## config.mk

```make
export PLATFORM = sky130hd
export DESIGN_NAME = dso_wave_reader
export DESIGN_NICKNAME = d
export VERILOG_FILES = /design/src/rtl/dso_wave_reader.sv
export SDC_FILE = /design/constraint.sdc
export NUM_CORES = 1
export LEC_CHECK = 0
export ABC_CLOCK_PERIOD_IN_PS = 4670
export CAP_MARGIN = 30
export CELL_PAD_IN_SITES_DETAIL_PLACEMENT = 0
export CELL_PAD_IN_SITES_GLOBAL_PLACEMENT = 1
export CORE_MARGIN = 2
export CORE_UTILIZATION = 50
export CTS_CLUSTER_SIZE = 16
export DETAILED_ROUTE_END_ITERATION = 7
export GPL_TIMING_DRIVEN = 0
export PLACE_DENSITY = 0.8
export REMOVE_ABC_BUFFERS = 1
export SYNTH_ARGS = -nofsm -noshare
export SYNTH_HDL_FRONTEND = slang
export SYNTH_SLANG_ARGS = --single-unit
export TNS_END_PERCENT = 20
```

## constraint.sdc

```tcl
create_clock -name ram_rd_clk -period 4.67 [get_ports ram_rd_clk]
set_input_delay 0.7005 -clock ram_rd_clk [delete_from_list [all_inputs] [get_ports ram_rd_clk]]
set_output_delay 0.7005 -clock ram_rd_clk [all_outputs]
set_load 0.03 [all_outputs]
```

## src/rtl/dso_wave_reader.sv

```systemverilog
`timescale 1ns/1ps
// dso_wave_reader: read-side controller for the DSO sample RAM.
// Once per display frame it sweeps wave_rd_addr 0..HORIZONTAL-1, turns each
// returned sample into a screen (x,y) point and streams the points out on a
// valid/ready interface through a small first-word-fall-through FIFO.
// When the sweep has fully drained it raises ram_rd_over until the next frame.
//
// Optional feature macro: DSO_VGAIN_EN (adds v_gain input, vertical gain with
// clamping and one extra pipeline stage ahead of the FIFO).
//
// Ports:
//   ram_rd_clk     display/read clock
//   rstn           asynchronous active-low reset
//   frame_start    one-cycle pulse at start of display frame
//   ram_rd_en      high on cycles an address is issued
//   wave_rd_addr   sample address (horizontal index)
//   wave_rd_data   sample returned RD_LAT cycles after ram_rd_en; 255 = off-screen
//   v_gain         (DSO_VGAIN_EN only) vertical gain shift 0..3
//   ram_rd_over    level, sweep of current frame finished
//   pt_valid/pt_ready  point stream handshake
//   pt_x, pt_y     screen coordinates of the point
//   pt_blank       sample was 255, draw nothing
//   pt_last        point is index HORIZONTAL-1
//   frame_overrun  sticky, frame_start arrived mid-sweep
module dso_wave_reader #(
   parameter int unsigned HORIZONTAL = 640,
   parameter int unsigned RD_LAT     = 1,
   parameter int unsigned PLOT_X0    = 0,
   parameter int unsigned PLOT_Y0    = 0,
   parameter int unsigned FIFO_DEPTH = 4
) (
   input  logic       ram_rd_clk,
   input  logic       rstn,
   input  logic       frame_start,
   output logic       ram_rd_en,
   output logic [9:0] wave_rd_addr,
   input  logic [7:0] wave_rd_data,
`ifdef DSO_VGAIN_EN
   input  logic [1:0] v_gain,
`endif
   output logic       ram_rd_over,
   output logic       pt_valid,
   input  logic       pt_ready,
   output logic [9:0] pt_x,
   output logic [9:0] pt_y,
   output logic       pt_blank,
   output logic       pt_last,
   output logic       frame_overrun
);

   localparam int unsigned AW  = 10;
   localparam int unsigned EW  = 22;                     // {x, y, blank, last}
   localparam int unsigned PW  = $clog2(FIFO_DEPTH);
   localparam int unsigned CW  = PW + 1;
   localparam int unsigned CRW = $clog2(FIFO_DEPTH + RD_LAT + 3) + 1;
   localparam logic [AW-1:0] LAST_ADDR = AW'(HORIZONTAL - 1);
   localparam logic [AW-1:0] X0 = AW'(PLOT_X0);
   localparam logic [AW-1:0] Y0 = AW'(PLOT_Y0);

   typedef enum logic [1:0] {
      S_IDLE  = 2'd0,
      S_SWEEP = 2'd1,
      S_DRAIN = 2'd2,
      S_DONE  = 2'd3
   } state_t;

   state_t state, state_n;

   logic          en_n;
   logic [AW-1:0] addr_n;
   logic          over_n;
   logic          overrun_n;

   // read-latency tracking: {valid, index} delayed to match the RAM
   logic [RD_LAT:1] pipe_v;
   logic [AW-1:0]   pipe_idx [1:RD_LAT];
   logic [AW-1:0]   idx_chain [0:RD_LAT];
   logic [RD_LAT:0] v_chain;

   logic          cap_v;
   logic [AW-1:0] cap_idx;
   logic [EW-1:0] cap_entry;

   logic          push_v;
   logic [EW-1:0] push_entry;

   logic [EW-1:0] fifo_mem [FIFO_DEPTH];
   logic [PW-1:0] wr_ptr, rd_ptr;
   logic [CW-1:0] fifo_cnt;
   logic          pop;
   logic [EW-1:0] head;

   logic [CRW-1:0] in_flight;
   logic           credit_ok;

   // Chain views so the shift loop never indexes out of range
   always_comb begin
      v_chain      = {pipe_v, ram_rd_en};
      idx_chain[0] = wave_rd_addr;
      for (int i = 1; i <= RD_LAT; i++) begin
         idx_chain[i] = pipe_idx[i];
      end
   end

   // Delay line of issued reads
   always_ff @(posedge ram_rd_clk or negedge rstn) begin
      if (!rstn) begin
         pipe_v <= '0;
         for (int i = 1; i <= RD_LAT; i++) begin
            pipe_idx[i] <= '0;
         end
      end else begin
         for (int i = 1; i <= RD_LAT; i++) begin
            pipe_v[i]   <= v_chain[i-1];
            pipe_idx[i] <= idx_chain[i-1];
         end
      end
   end

   assign cap_v   = pipe_v[RD_LAT];
   assign cap_idx = pipe_idx[RD_LAT];

`ifdef DSO_VGAIN_EN
   // 12-bit signed so gain 3 at full deviation cannot wrap before the clamp
   logic signed [11:0] dev;
   logic signed [11:0] scaled;
   logic signed [11:0] yraw;
   logic [7:0]         yclamp;

   always_comb begin
      dev    = 12'sd127 - $signed({4'b0000, wave_rd_data});
      scaled = dev <<< v_gain;
      yraw   = 12'sd127 + scaled;
      if (yraw < 12'sd0) begin
         yclamp = 8'd0;
      end else if (yraw > 12'sd255) begin
         yclamp = 8'd255;
      end else begin
         yclamp = yraw[7:0];
      end
      cap_entry = {AW'(X0 + cap_idx), AW'(Y0 + AW'(yclamp)),
                   (wave_rd_data == 8'd255), (cap_idx == LAST_ADDR)};
   end

   // Extra register stage between capture and FIFO
   always_ff @(posedge ram_rd_clk or negedge rstn) begin
      if (!rstn) begin
         push_v     <= 1'b0;
         push_entry <= '0;
      end else begin
         push_v     <= cap_v;
         push_entry <= cap_entry;
      end
   end
`else
   always_comb begin
      cap_entry = {AW'(X0 + cap_idx), AW'(Y0 + AW'(8'd255 - wave_rd_data)),
                   (wave_rd_data == 8'd255), (cap_idx == LAST_ADDR)};
   end

   assign push_v     = cap_v;
   assign push_entry = cap_entry;
`endif

   // Reads issued but not yet in the FIFO, used for credit accounting
   always_comb begin
      in_flight = CRW'(ram_rd_en);
      for (int i = 1; i <= RD_LAT; i++) begin
         in_flight = in_flight + CRW'(pipe_v[i]);
      end
`ifdef DSO_VGAIN_EN
      in_flight = in_flight + CRW'(push_v);
`endif
   end

   assign credit_ok = (CRW'(fifo_cnt) + in_flight) < CRW'(FIFO_DEPTH);

   // Point FIFO, first-word-fall-through
   assign pt_valid = (fifo_cnt != '0);
   assign pop      = pt_valid && pt_ready;
   assign head     = fifo_mem[rd_ptr];

   always_ff @(posedge ram_rd_clk or negedge rstn) begin
      if (!rstn) begin
         wr_ptr   <= '0;
         rd_ptr   <= '0;
         fifo_cnt <= '0;
         for (int i = 0; i < FIFO_DEPTH; i++) begin
            fifo_mem[i] <= '0;
         end
      end else begin
         if (push_v) begin
            fifo_mem[wr_ptr] <= push_entry;
            wr_ptr           <= wr_ptr + PW'(1);
         end
         if (pop) begin
            rd_ptr <= rd_ptr + PW'(1);
         end
         fifo_cnt <= fifo_cnt + CW'(push_v) - CW'(pop);
      end
   end

   // Head is gated so outputs read zero whenever no point is offered
   assign pt_x     = pt_valid ? head[21:12] : '0;
   assign pt_y     = pt_valid ? head[11:2]  : '0;
   assign pt_blank = pt_valid ? head[1]     : 1'b0;
   assign pt_last  = pt_valid ? head[0]     : 1'b0;

   // Sequencer state and registered outputs
   always_ff @(posedge ram_rd_clk or negedge rstn) begin
      if (!rstn) begin
         state         <= S_IDLE;
         ram_rd_en     <= 1'b0;
         wave_rd_addr  <= '0;
         ram_rd_over   <= 1'b0;
         frame_overrun <= 1'b0;
      end else begin
         state         <= state_n;
         ram_rd_en     <= en_n;
         wave_rd_addr  <= addr_n;
         ram_rd_over   <= over_n;
         frame_overrun <= overrun_n;
      end
   end

   // Next-state and next-output logic
   always_comb begin
      state_n   = state;
      addr_n    = wave_rd_addr;
      overrun_n = frame_overrun;
      unique case (state)
         S_IDLE, S_DONE: begin
            if (frame_start) begin
               state_n = S_SWEEP;
               addr_n  = '0;
            end
         end
         S_SWEEP: begin
            if (frame_start) begin
               overrun_n = 1'b1;
            end
            if (ram_rd_en) begin
               if (wave_rd_addr == LAST_ADDR) begin
                  state_n = S_DRAIN;
               end else begin
                  addr_n = wave_rd_addr + AW'(1);
               end
            end
         end
         S_DRAIN: begin
            if (frame_start) begin
               overrun_n = 1'b1;
            end
            if ((in_flight == '0) && (fifo_cnt == '0)) begin
               state_n = S_DONE;
            end
         end
         default: state_n = S_IDLE;
      endcase
      // Issue one address per cycle while credit allows
      en_n   = (state_n == S_SWEEP) && credit_ok;
      over_n = (state_n == S_DONE);
   end

endmodule

```

==> impl_metrics.toml <==
[status]
status = "complete, no violations"

[pwr]
leakage_nw = 2.85
power_density_nw_per_um2 = 713
total_power_mw = 4.49
peakVddDrop_mv = 0.332

[die]
rows = 36
fp.dieArea_um2 = 11000
ioPinCount = 48
die_h_um = 105
dieWidth_um = 105
coreArea_um2 = 9820
initial_core_util_pct = 51.6

[worst_setup_path]
cpPeakStageDelay_ns = 0.87
crit_type = "reg2out"
critPathLaunchType = "register"
crit_fanout = 22
cp_slowest_cell = "dfrtp_2"
critPathBufInv = 1
path_delay_family = "flip-flops"
end_kind = "primary output"
crit_chain = "mux4_2 -> and2_1 -> clkdlybuf4s50_1"
crit_required_ns = 3.97
arrival_ns = 2.75

[timing]
fmax_mhz = 289
rsz0062_at_grt = "false"
fin_skew_ns = 0.00771
finalSetupViolations = 0
worst_slew_pin_slew_ns = 0.774
fin_crit_ns = 3.45
slew_headroom_pct = 48.4
layout_setup_ws_ns = 1.22
slew_violations = 0
hold_viol_final = 0
fin_crit_sh_pct = 74.0

[synth]
ys_ff_latch = 113
seq_area_frac_synth_pct = 55.8
netlist_instances = 394
synthArstFlopShare_pct = 100
synth_area_leaders = "dfrtp_1 (56%), mux2_2 (9.8%), mux4_2 (8.9%), o21ai_0 (3.8%), nand2_1 (3.6%)"
synth.largest_area_cell = "dfrtp_1"
netlist.area_leader.share_pct = 55.8
synth.most_common_cell = "dfrtp_1"
synth_cell_types = 49
synthFlopType = "dfrtp_1"
ys_warn_count = 0
syn_area_um2 = 5070
synth-edff-count = 0
postSynthAreaPerCell_um2 = 12.9
synth_common_cells = "dfrtp_1 (113), nand2_1 (48), mux2_2 (44), o21ai_0 (38), and2_1 (23)"

[grt]
grt_pass1_wl_mm = 16.4
globalRouteTotalUtil_pct = 19.5
grt_max_degree = 59
antenna_found_initial = 0
grt_pass1_vias = 3312
overflow = 0

[clocking]
htreeDepth = 4
clkTransAtPathRegs_ns = 0.05
cts.sinks = 113
root_buffer = "clkbuf_8"
cts_resized = 0
cts_made_buffers = 17
clk_path_buf_depth = 2
clock_latency_ns = 0.51
cts_setup_buffers = 0
hold_buffers = 0
cts_tree = "built"

[placed_design]
dp_slack_ns = 1.68
hpwl_mm = 6.36
io_buffer_count = 45
gp_congestion = 0.795
placed_cells = 558
dpl_cell_area_um2 = 5750

[routing]
via_per_inst = 5.36
vias = 3165
routedWlPerCell_um = 16.3
drc = 0
drt.antenna.violating_nets = 0
wl_mm = 9.60
drt-pass1-iter-count = 5
drtIter0Drc = 129

[worst_hold_path]
hold_class = "in2async"

[cells_and_area]
area_growth_pct = 24.4
fill_cells = 793
stdcell_count = 590
fin_util_pct = 64.2
nNetsFinal = 469
drive_above_1_share_pct = 23.9
postLayoutCellArea_um2 = 6300
diodes = 0

[job]
max_cap_violations = 0
-- layout by cell type (no fill, tap or decap), drive strengths merged, types with 2 or more instances in the layout --
master         instances
dfrtp                113
nand2                 48
mux2                  45
clkdlybuf4s50         44
o21ai                 38
clkbuf                27
and2                  24
mux4                  20
inv                   13
ha                    12
buf                    7
o31ai                  6
nand3                  5
nand4                  4
clkinv                 4
or3                    4
xor2                   3
nor2                   3
a21oi                  3
and3                   3
xnor2                  2
nor4bb                 2
nand2b                 2
mux2i                  2
conb                   2
a21o                   2
-- state kept, by name (all words and copies together) (netlist names) --
name           flops
cap_v              1
state              2
ram_rd_over        1
fifo_mem          80
ram_rd_en          1
cap_idx           10
rd_ptr             2
fifo_cnt           3
frame_overrun      1
wr_ptr             2
wave_rd_addr      10
-- per-layer routing --
metal	share of wire, %	routed length, um	global-route usage (%)	vias up
li1	-	-	-	1502
met1	44	4230	23.9	1588
met2	50	4810	32.6	62
met3	4.0	388	5.74	13
met4	1.8	175	7.90	0
met5	0	0	0	-
-- through the flow --
step | TNS [ns] | hold slack, ns
after global placement | -150.87 | 0.444
after floorplan | 0 | 0.405
after detailed placement | 0 | 0.441
after CTS | 0 | 0.287
after global routing | 0 | 0.312
final | 0 | 0.267
-- where the power goes --
part	internal, mW	switching [mW]	total, mW	leakage [nW]
registers	1.32	0.310	1.63	1.43
clock network	0.771	0.398	1.17	0.276
logic	0.878	0.820	1.70	1.14
total	2.96	1.53	4.49	2.85
-- layout make-up --
class                           count  area [um^2]  area share, %
Multi-Input combinational cell    248         2100           33.4
Tap cell                          133          166           2.64
Clock buffer                       27          502           7.96
Clock inverter                      5         50.0          0.794
Timing Repair Buffer               51          601           9.53
Sequential cell                   113         2830           44.9
Inverter                           13         48.8          0.774
-- path summary, 6_finish.rpt --
kind,endpoint,start,depth (start not counted),slack [ns]
hold / removal,fifo_mem[68]$_DFFE_PN0P_,rstn,1,0.27
setup reg to reg,fifo_cnt[2]$_DFF_PN0_,fifo_cnt[1]$_DFF_PN0_,7,2.09
hold reg to reg,cap_idx[2]$_DFF_PN0_,wave_rd_addr[2]$_DFFE_PN0P_,0,0.46
max in group asynchronous,rd_ptr[0]$_DFFE_PN0P_,rstn,2,3.66
min in group ram_rd_clk,cap_idx[2]$_DFF_PN0_,wave_rd_addr[2]$_DFFE_PN0P_,0,0.46
setup / recovery,pt_last,rd_ptr[0]$_DFFE_PN0P_,3,1.22
-- cell families (layout without fill, tap and decap cells) --
logic type               after synthesis  after routing  synth area share, %
adder cells (fa/ha/maj)               13             13                 3.36
other                                  1              2               0.0740
buffers and inverters                 34             96                 2.72
flip-flops                           113            113                 55.8
multiplexers                          67             67                 19.4
AND/OR/NAND/NOR                      101            101                 10.6
XOR/XNOR                               5              5                0.865
AO/OA/AOI/OAI                         60             60                 7.21
-- worst register-to-register path, delay by kind of cell (launching register included) --
kind	cells	cell delay (ns)
DFF	1	0.42
xor gates and xnor gates	1	0.13
adders and majority gates	3	0.84
buffers and inverters	1	0.04
and+or+nand+nor	2	1.04
Note: power is estimated with default switching activity, not from simulation.
